## config.mk

```make
export PLATFORM = sky130hd
export DESIGN_NAME = clmul_div_8bit
export DESIGN_NICKNAME = d
export VERILOG_FILES = /design/src/rtl/clmul_div_8bit.sv
export SDC_FILE = /design/constraint.sdc
export NUM_CORES = 1
export LEC_CHECK = 0
export BUFFER_PORTS_ARGS = -buffer_cell sky130_fd_sc_hd__buf_2
export CORE_UTILIZATION = 52
export CTS_BUF_LIST = sky130_fd_sc_hd__clkbuf_4
export DETAILED_ROUTE_END_ITERATION = 10
export PLACE_DENSITY_LB_ADDON = 0.25
export SYNTH_ARGS = -nofsm -noshare
export SYNTH_HDL_FRONTEND = slang
export SYNTH_SLANG_ARGS = --single-unit
export TNS_END_PERCENT = 10
```

## constraint.sdc

```tcl
create_clock -name clk -period 1.9 [get_ports clk]
set_input_delay 0.285 -clock clk [delete_from_list [all_inputs] [get_ports clk]]
set_output_delay 0.285 -clock clk [all_outputs]
set_load 0.1 [all_outputs]
```

## src/rtl/clmul_div_8bit.sv

```systemverilog
// clmul_div_8bit: sequential GF(2) polynomial long divider, 15-bit dividend by 8-bit divisor,
// one dividend bit retired per clock with a start/done handshake.
module clmul_div_8bit (
   input  logic        clk,
   input  logic        rst_n,
   input  logic        start,
   input  logic [14:0] a,
   input  logic [7:0]  b,
   output logic        busy,
   output logic        done,
   output logic        err,
   output logic [14:0] q,
   output logic [6:0]  r
);
   localparam logic [1:0] S_IDLE = 2'd0;
   localparam logic [1:0] S_RUN  = 2'd1;
   localparam logic [1:0] S_DONE = 2'd2;

   logic [1:0]  state_q, state_d;
   logic [14:0] a_q, a_d;
   logic [7:0]  b_q, b_d;
   logic [2:0]  d_q, d_d;
   logic [7:0]  w_q, w_d;
   logic [14:0] qs_q, qs_d;
   logic [3:0]  i_q, i_d;
   logic [14:0] q_q, q_d;
   logic [6:0]  r_q, r_d;
   logic        err_q, err_d;
   logic [7:0]  t;
   logic        hit;
   logic [2:0]  deg;

   always_comb begin
      state_d = state_q;
      a_d     = a_q;
      b_d     = b_q;
      d_d     = d_q;
      w_d     = w_q;
      qs_d    = qs_q;
      i_d     = i_q;
      q_d     = q_q;
      r_d     = r_q;
      err_d   = err_q;
      deg     = 3'd0;
      for (int k = 0; k < 8; k++)
         if (b[k]) deg = k[2:0];
      // Bring down the next dividend bit; subtract the divisor when the leading term lines up
      t   = {w_q[6:0], a_q[i_q]};
      hit = t[d_q];
      if (state_q == S_IDLE && start) begin
         if (b == 8'd0) begin
            state_d = S_DONE;
            q_d     = '0;
            r_d     = '0;
            err_d   = 1'b1;
         end else begin
            state_d = S_RUN;
            a_d     = a;
            b_d     = b;
            d_d     = deg;
            w_d     = '0;
            qs_d    = '0;
            i_d     = 4'd14;
         end
      end else if (state_q == S_RUN) begin
         w_d  = hit ? t ^ b_q : t;
         qs_d = {qs_q[13:0], hit};
         i_d  = i_q - 4'd1;
         if (i_q == 4'd0) begin
            state_d = S_DONE;
            q_d     = qs_d;
            r_d     = w_d[6:0];
            err_d   = 1'b0;
         end
      end else if (state_q == S_DONE) begin
         state_d = S_IDLE;
      end
   end

   always_ff @(posedge clk or negedge rst_n) begin
      if (!rst_n) begin
         state_q <= S_IDLE;
         a_q     <= '0;
         b_q     <= '0;
         d_q     <= '0;
         w_q     <= '0;
         qs_q    <= '0;
         i_q     <= '0;
         q_q     <= '0;
         r_q     <= '0;
         err_q   <= 1'b0;
      end else begin
         state_q <= state_d;
         a_q     <= a_d;
         b_q     <= b_d;
         d_q     <= d_d;
         w_q     <= w_d;
         qs_q    <= qs_d;
         i_q     <= i_d;
         q_q     <= q_d;
         r_q     <= r_d;
         err_q   <= err_d;
      end
   end

   assign busy = (state_q == S_RUN);
   assign done = (state_q == S_DONE);
   assign q    = q_q;
   assign r    = r_q;
   assign err  = err_q;
endmodule

```

==> metrics.txt, run 1 <==
slowest cell delay on critical path 0.55 ns; PwrDens 1400 mW/mm^2; failing checks setup timing; row cnt 30; outcome finished with violations; clk_lat worst skew 0.43 ns; Post-Syn Area per Cell 10.9 sq um; fin nets between 400 and 500; main combinational cell family by area after synthesis compound AO/OA/AOI/OAI gates; synthesis-stage register bit count 75; Rel. slew slack 65.1%; max-slew violations 0; Leakage about 2.2 nW; cell count after synthesis 337; max cap viols 0; GRT overflow 0; min cycle time layout between 2 and 2.5 ns; Worst setup SP type flop; worst-case clock skew around 0.015 ns; fin worst setup slack -0.123 ns; CTS Buf Count 9; post-route DRC violation count 0; Netlist Area Pre-Place 0.00368 sq mm; Synth Area in Simple Gates between 10% and 20%; Root Driver clkbuf_4; compound-cell area share of the yosys netlist about a fifth; CTS tree yes; critical path buffer and inverter count 2; CORE AREA roughly 0.0068 sq mm; sequential area share after synthesis 51.0%; Antenna Diode Count 0; Post-DRT Antenna Nets 0; crit path kind reg -> reg; clk sink count 75; initial antenna violation count 0; Req. time, crit path between 2 and 2.5 ns; DRT Pass-1 Iters 4; Wirelength per Cell approximately 17 microns; io pins between 50 and 60; crit end category flop; gpl congestion roughly 0.9; Yosys Warn Count 0; Die Footprint ~0.0074 sq mm; top_reg_cell synth dfrtp_1; gr usage total a little over a quarter; CP cell instances mux2_4 > mux4_2 > buf_8 > buf_4 > a31oi_1 > nand4_1; critical path fanouts, max 7; count of final setup violators 15; Initial Utilization a little over half; Final period util 106%; die height roughly 86 microns; Final Hold Fails 0; Post-synth EDFFs 0; routed vias/inst slightly below 6; Synth async-reset ratio 100%; FMAX a little under 0.5 GHz; Synth Area in XOR/XNOR 0%; Synthesized Nets 367; first-pass GRT wire length around 15000 microns; peak supply drop ~0.0012 V; WP data arrival about 2.4 ns; mux cell area share after synthesis between 10% and 20%; Port Buffers 50; Pwr Total 6.39 mW; drt total wl about 9000 microns; share of layout cells above drive strength 1 32.9%; Yosys cell types 46; largest net degree at the start of global routing 40; Worst-Margin Slew around 0.52 ns; Area Growth Syn to Fin 24.0%; 1st-iter DRT viols approximately 270; vias a little over 3000; Post-Synth Adder-Cell Area 1.36%; CTS H-tree lvls 3; RSZ-0062 raised after global routing true; detailed placement HPWL 6260 microns; register clock-pin slew on the reported worst setup and hold paths around 0.14 ns; worst hold-check path type in -> reg; clock tree buffer depth 2; Die W approximately 86 microns; vias in the first global route slightly above 3000; Crit path max-delay family multiplexers; slowest stage cell, crit path mux4_2; Layout Utilization around 67%
[power by group]
group	internal, mW	switching [mW]
combinational	1.32	1.67
sequential	2.00	0.371
clock	0.406	0.617
total	3.73	2.66
[flip-flops by register name (all words and copies together), names as in the netlist]
signal   count
a_q         15
b_q          7
d_q          3
err          1
i_q          4
q           15
qs_q        14
r            7
state_q      2
w_q          7
[per-stage QoR]
step | TNS, ns | cells | worst slack [ns] | hold slack, ns | cell area [sq um]
floorplan | -0.0892 | 337 | -0.0152 | -0.0106 | 3740
global placement | -0.279 | 503 | -0.0328 | 0.293 | 4340
detailed placement | -0.738 | 503 | -0.0723 | 0.300 | 4340
CTS | -0.745 | 521 | -0.0849 | 0.0494 | 4500
global route | -1.98 | 522 | -0.211 | 0.0596 | 4560
finish | -1.25 | 522 | -0.123 | 0.0633 | 4560
[metal layers]
layer	vias up	GRT usage (%)	routed length (microns)
li1	1426	-	-
met1	1493	35.3	4020
met2	97	41.9	4320
met3	28	3.66	383
met4	0	14.2	288
met5	-	0	0
[cell type report]
class / instances / area (sq um)
Tap cell: 96 / 120
Sequential cell: 75 / 1880
Clock inverter: 7 / 77.6
Timing Repair Buffer: 98 / 677
Inverter: 6 / 22.5
Fill cell: 550 / 2270
Clock buffer: 9 / 67.6
Multi-Input combinational cell: 231 / 1720
[cells in the mapped netlist (all sizes together), types with 2 or more instances]
library cell | number | area (sq um)
nor4 | 4 | 25.0
a21oi | 15 | 75.1
o221ai | 6 | 52.6
mux2i | 9 | 90.1
nand2 | 32 | 120
a32o | 2 | 20.0
nand2b | 7 | 43.8
buf | 14 | 88.8
nor3 | 3 | 20.0
a22oi | 8 | 60.1
a211oi | 2 | 15.0
o21ai | 8 | 40.0
o21bai | 2 | 15.0
nor2b | 4 | 25.0
o211ai | 6 | 45.0
mux4 | 2 | 45.0
a221o | 2 | 20.0
nor2 | 25 | 93.8
mux2 | 26 | 293
nand4 | 13 | 81.3
dfrtp | 75 | 1880
ha | 4 | 50.1
inv | 6 | 22.5
a31oi | 6 | 37.5
clkbuf | 11 | 41.3
a22o | 28 | 245
and2 | 2 | 12.5
[cells by family after synthesis]
logic type / Yosys count
AND/OR/NAND/NOR: 98
adder cells (fa/ha/maj): 4
buffers and inverters: 31
multiplexers: 37
AO/OA/AOI/OAI: 92
flip-flops: 75
[path summary, 6_finish.rpt]
kind | start | end | slack (ns) | depth (start not counted)
worst max-delay path | d_q[1] | w_q[5] | -0.12 | 6
worst max register to register | d_q[1] | w_q[5] | -0.12 | 6
max in group asynchronous | rst_n | a_q[6] | 0.95 | 3
min in group asynchronous | rst_n | b_q[5] | 0.35 | 2
worst min register to register | a_q[10] | a_q[10] | 0.49 | 1
worst min-delay path | a[4] | a_q[4] | 0.06 | 2
[cells in the final DEF (no fill, tap or decap), types with 2 or more instances in the layout]
| cell type | count |
|---|---|
| a21oi_1 | 14 |
| a221o_1 | 2 |
| a22o_1 | 28 |
| a22oi_1 | 8 |
| a31oi_1 | 6 |
| a32o_1 | 2 |
| buf_12 | 2 |
| buf_2 | 49 |
| buf_4 | 41 |
| buf_6 | 3 |
| clkbuf_4 | 9 |
| clkinvlp_4 | 4 |
| dfrtp_1 | 73 |
| dfrtp_2 | 2 |
| ha_1 | 3 |
| inv_1 | 5 |
| mux2_1 | 16 |
| mux2_2 | 8 |
| mux2_4 | 2 |
| mux2i_1 | 9 |
| mux4_2 | 2 |
| nand2_1 | 30 |
| nand2_4 | 2 |
| nand2b_1 | 7 |
| nand4_1 | 13 |
| nor2_1 | 24 |
| nor2b_1 | 4 |
| nor3_1 | 2 |
| nor4_1 | 4 |
| o211ai_1 | 6 |
| o21ai_0 | 7 |
| o21bai_1 | 2 |
| o221ai_1 | 6 |
[repair_timing]
| action | in CTS | in global routing |
|---|---|---|
| endpoints found under the setup margin | 14 | 28 |
| endpoints found under the hold margin | 37 | 0 |
| buffers inserted | 1 | 0 |
| resized for setup | 1 | 11 |
| pin swaps | 1 | 8 |
| hold buffers | 1 | 0 |
| gates cloned | 0 | 1 |
Note: power is estimated with default switching activity, not from simulation.
==> run 2, diff against run 1 <==
--- a/config.mk
+++ b/config.mk
@@ -7,7 +7,7 @@
 export LEC_CHECK = 0
 export BUFFER_PORTS_ARGS = -buffer_cell sky130_fd_sc_hd__buf_2
 export CORE_UTILIZATION = 52
-export CTS_BUF_LIST = sky130_fd_sc_hd__clkbuf_4
+export CTS_BUF_LIST = sky130_fd_sc_hd__clkbuf_4 sky130_fd_sc_hd__clkbuf_8
 export DETAILED_ROUTE_END_ITERATION = 10
 export PLACE_DENSITY_LB_ADDON = 0.25
 export SYNTH_ARGS = -nofsm -noshare
==> constraint.sdc (replaced) <==
create_clock -name clk -period 2.4 [get_ports clk]
set_input_delay 0.36 -clock clk [delete_from_list [all_inputs] [get_ports clk]]
set_output_delay 0.36 -clock clk [all_outputs]
set_load 0.1 [all_outputs]
==> run 2 against run 1 <==
  * The flow now finishes without violations
  * Fmax is 10% lower
  * Die area did not move
  * Flip-flop and latch count unchanged
  * Wire length is 8.2% lower
  * Critical endpoint is now r[2]
  * Highest routed layer unchanged
==> metrics.txt, run 2 (synthesized netlist as in run 1, its figures left out) <==
outcome finished, final reports clean; Pwr Total roughly 4.8 mW; worst hold-check path type in -> reg; clk sink count 75; Clk pwr share about a fifth; peak supply drop between 0.0009 and 0.001 V; Port Buffers 50; met3 Use GR 4.33%; Switching Fraction 42.6%; slowest stage cell, crit path mux4_2; Root Driver clkbuf_8; Register Area 0.00188 sq mm; Setup Total Neg Slack 0 ns; Worst-Margin Slew around 0.63 ns; min cycle time layout between 2 and 2.5 ns; worst-case clock skew 0.00952 ns; start point of the critical path d_q[1]; clock tree buffer depth 2; share of layout cells above drive strength 1 approximately a quarter; Final period util between 90% and 100%; CORE AREA approximately 0.007 sq mm; register clock-pin slew on the reported worst setup and hold paths around 0.080 ns; die height 86.1 microns; met2 Usage GRT 37.7%; Die Footprint roughly 0.0074 sq mm; gr usage total between 20% and 30%; critical path fanouts, max 30; 1st-iter DRT viols around 260; max cap viols 0; RSZ-0062 raised after global routing false; Area Growth Syn to Fin 16.2%; Initial Utilization between 50% and 60%; Pint between 2 and 3 mW; post-route DRC violation count 0; DRT Pass-1 Iters 5; count of final setup violators 0; reg2reg setup slack between 0.1 and 0.15 ns; Layout Utilization between 60% and 70%; filler cell count approximately 580; placed insts ~470; Req. time, crit path approximately 2.6 ns; gpl congestion between 0.8 and 0.9; Die W 86.1 microns; Post-Layout Cell Count approximately 490; CP cell instances mux2_1 > mux4_2 > nand2_1 > mux2i_1 > o221ai_1; crit end category flop; CTS H-tree lvls 3; Flop pwr share 40.9%; crit path kind reg -> reg; initial antenna violation count 0; sw power a little over 2 mW; Comb power frac between 30% and 40%; Rel. slew slack between 50% and 60%; CTS tree yes; drt total wl approximately 8300 microns; Wirelength per Cell 16.8 microns; WP data arrival ~2.5 ns; row cnt 30; Reg-to-Reg End r[2]; Antenna Diode Count 0; GRT busiest layer met2; FF-to-FF path depth 5; io pins between 50 and 60; Post-DRT Antenna Nets 0; largest net degree at the start of global routing 44; clk_lat worst skew around 0.35 ns; detailed placement HPWL roughly 5700 microns; first-pass GRT wire length 13800 microns; commonest non-fill, non-tap cell in the layout dfrtp_1; PwrDens approximately 1100 mW/mm^2; reg2reg start d_q[1]; CTS resizes 0; Multi-input gate area between 0.0015 and 0.002 sq mm; max-slew violations 0; FMAX between 0.4 and 0.5 GHz; GRT overflow 0; CTS Buf Count 9; crit path capture r[2]; vias roughly 3000; Final Hold Fails 0; Worst setup SP type flop; slowest cell delay on critical path roughly 0.76 ns; routed vias/inst 5.95; met1 Use GR around 34%; Leakage about 2 nW; vias in the first global route ~2800; commonest cells after routing, fill and taps aside 75 x dfrtp_1, 49 x buf_2, 32 x nand2_1; fin nets between 400 and 500
==> run 2: cell type report <==
type / count / area share [%]
well taps: 96 / 2.81
repair buffers: 68 / 9.71
clock inverters: 7 / 1.37
inverters: 6 / 0.526
flip-flops and latches: 75 / 43.9
clock buffers: 9 / 2.89
multi-input cells: 231 / 38.8
==> run 2: routing by layer <==
metal	vias up	share of wire, %
met5	-	0
met4	0	2.0
met1	1459	47
met3	17	4.6
li1	1366	-
met2	87	47
==> run 2: repair_timing <==
action                                  4_1_cts  5_1_grt
endpoints found under the setup margin        0        1
endpoints found under the hold margin        32        0
buffers inserted                              0        1
hold buffers                                  1        0
==> run 2: worst max-delay path: cells and delay by family (launching register included) <==
kind | cells | cell delay (ns)
muxes | 3 | 1.32
DFF | 1 | 0.49
and+or+nand+nor | 1 | 0.18
AOI/OAI and AO/OA | 1 | 0.14
==> run 2: per-stage QoR <==
step / worst slack [ns] / instance area [sq um] / hold slack [ns]
after floorplan: 0.0333 / 3680 / 0.0644
after global placement: 0.207 / 4080 / 0.341
after detailed placement: 0.123 / 4080 / 0.340
after CTS: 0.112 / 4270 / 0.206
after global routing: 0.0345 / 4280 / 0.218
final: 0.144 / 4280 / 0.218
==> run 2: worst min-delay path by stage <==
stage,start,end,cells past startpoint
6_report,a[14],a_q[14],2
5_1_grt,a[14],a_q[14],2
4_1_cts,a[14],a_q[14],2
3_5_place_dp,rst_n,r[4],1
3_3_place_gp,rst_n,r[4],1
2_1_floorplan,rst_n,a_q[0],0
==> run 2: power by group through the flow <==
stage          Combinational [mW]  Sequential, mW  Clock [mW]
3_5_place_dp                 1.88            1.97           0
6_report                     1.90            1.95       0.911
2_1_floorplan                1.52            1.83           0
3_3_place_gp                 1.83            1.94           0
4_1_cts                      1.89            1.94       0.932
5_1_grt                      2.07            2.00       0.979
==> run 3, diff against run 2 <==
--- a/config.mk
+++ b/config.mk
@@ -6,7 +6,9 @@
 export NUM_CORES = 1
 export LEC_CHECK = 0
 export BUFFER_PORTS_ARGS = -buffer_cell sky130_fd_sc_hd__buf_2
-export CORE_UTILIZATION = 52
+export CELL_PAD_IN_SITES_DETAIL_PLACEMENT = 2
+export CELL_PAD_IN_SITES_GLOBAL_PLACEMENT = 2
+export CORE_UTILIZATION = 42
 export CTS_BUF_LIST = sky130_fd_sc_hd__clkbuf_4 sky130_fd_sc_hd__clkbuf_8
 export DETAILED_ROUTE_END_ITERATION = 10
 export PLACE_DENSITY_LB_ADDON = 0.25
==> run 3 against run 2 <==
  * The flow now finishes with violations (hold timing)
  * Setup slack worse by 0.050 ns
  * Via count rose by 4.7%
  * Total power up 7.4%
  * Fmax is 2.2% lower
  * Sequential power rose by 3%
  * Register-to-register slack worse by 0.05 ns
  * Count of clock-buffer cells in the layout rose by 1
  * Hold slack lost 0.22 ns
  * Clock power rose by 13%
==> metrics.txt, run 3 (synthesized netlist as in run 1, its figures left out) <==
outcome finished with violations; max cap viols 0; row cnt 33; Final period util between 90 and 100%; max-slew violations 0; Fin Hold WS -0.00632 ns; Worst-Margin Slew 0.633 ns; Rel. slew slack a little under three fifths; vias just over 3000; DRT Pass-1 Iters 4; detailed placement HPWL 7570 microns; FMAX 0.434 GHz; worst-case clock skew a little over 0.01 ns; CTS Buf Count 9; commonest cells after routing, fill and taps aside 73 x dfrtp_1, 49 x buf_2, 32 x nand2_1; clock tree buffer depth 2; gr usage total 28.6%; clk sink count 75; CORE AREA roughly 0.0083 sq mm; io pins just over 50; WP data arrival roughly 2.6 ns; RSZ-0062 raised after global routing false; Register Area roughly 0.0019 sq mm; crit end category flop; vias in the first global route between 3000 and 4000; Root Driver clkbuf_8; CTS tree yes; worst hold-check path type in -> async; Final Hold Fails 11; Port Buffers 50; Post-DRT Antenna Nets 0; failing checks hold timing; drt total wl roughly 12000 microns; critical path fanouts, max 8; peak supply drop roughly 0.00063 V; gpl congestion 0.791; count of final setup violators 0; Area Growth Syn to Fin 17.3%; min cycle time layout 2.31 ns; filler cell count 872; largest net degree at the start of global routing 44; Req. time, crit path 2.67 ns; Multi-input gate area approximately 0.0017 sq mm; routed vias/inst between 6 and 7; PwrDens ~1200 mW/mm^2; Die Footprint slightly above 0.009 sq mm; post-route DRC violation count 0; CTS H-tree lvls 3; die height about 96 microns; first-pass GRT wire length roughly 19000 microns; Crit path max-delay family simple AND/OR/NAND/NOR gates; CP cell instances inv_1 > ha_1 > or3b_1 > nor2_2 > nand4_1 > o221ai_1; Initial Utilization around 44%; Antenna Diode Count 0; Leakage 2.07 nW; Wirelength per Cell 23.3 microns; critical path buffer and inverter count 1; Setup Total Neg Slack 0 ns; slowest stage cell, crit path dfrtp_2; share of layout cells above drive strength 1 a little over a quarter; GRT overflow 0; Setup Fix Bufs, Post-CTS 0; Layout Utilization ~52%; commonest non-fill, non-tap cell in the layout dfrtp_1; crit path kind reg -> reg; slowest cell delay on critical path about 0.48 ns; clk_lat worst skew ~0.37 ns; register clock-pin slew on the reported worst setup and hold paths about 0.090 ns; fin nets approximately 420; initial antenna violation count 0; Worst setup SP type flop; Die W approximately 96 microns; 1st-iter DRT viols between 100 and 150
run 3: cell count changes in the layout (fill, tap and decap cells not counted), sizes merged:
cell,change
buf,+2
bufinv,+1
clkbuf,+1
clkinv,+2
clkinvlp,-1
dlygate4sd3,-1
inv,-3
run 3: routing by layer:
layer	global-route usage (%)	vias up	routed length (microns)
li1	-	1364	-
met1	33.8	1577	4810
met2	49.5	89	6040
met3	5.98	36	423
met4	13.6	0	410
met5	0	-	0
run 3: power by group:
part | internal, mW | switching, mW
registers | 1.59 | 0.428
logic | 0.787 | 1.28
clock network | 0.509 | 0.521
total | 2.88 | 2.23
run 3: path summary, 6_finish.rpt:
check,slack [ns],depth (start not counted),to,startpoint
min reg2reg,0.49,1,a_q[7],a_q[7]
min in group clk,0.21,2,a_q[9],a[9]
min,-0.006,1,r[2],rst_n
max,0.09,6,r[6],i_q[1]
max reg2reg,0.09,6,r[6],i_q[1]
max in group asynchronous,1.79,2,i_q[1],rst_n
run 3: final cells by class:
| type | count | share of cell area, % |
|---|---|---|
| Clock buffer | 10 | 3.19 |
| Clock inverter | 6 | 1.45 |
| Inverter | 6 | 0.522 |
| Multi-Input combinational cell | 231 | 38.5 |
| Sequential cell | 75 | 43.5 |
| Tap cell | 105 | 3.04 |
| Timing Repair Buffer | 69 | 9.74 |
run 3: worst reg2reg max path: stages (launching register included):
cell and delay, ns:
dfrtp_2 0.48, inv_1 0.14, ha_1 0.24, or3b_1 0.44, nor2_2 0.21, nand4_1 0.39
o221ai_1 0.31
run 3: through the flow:
stage	total power, mW	instance area [sq um]	hold WS [ns]	std cells	setup WS (ns)
after floorplan	3.36	3680	0.0644	337	0.0333
after global placement	3.88	4110	0.394	486	0.216
after detailed placement	4.03	4110	0.403	486	0.114
after CTS	5.14	4310	0.00407	502	0.00962
after global routing	5.40	4320	0.0259	502	0.0452
final	5.11	4320	-0.00632	502	0.0934
run 3: repair_timing:
action / CTS / global route
hold buffers: 0 / 0
resized for setup: 0 / 3
setup endpoints to repair: 0 / 8
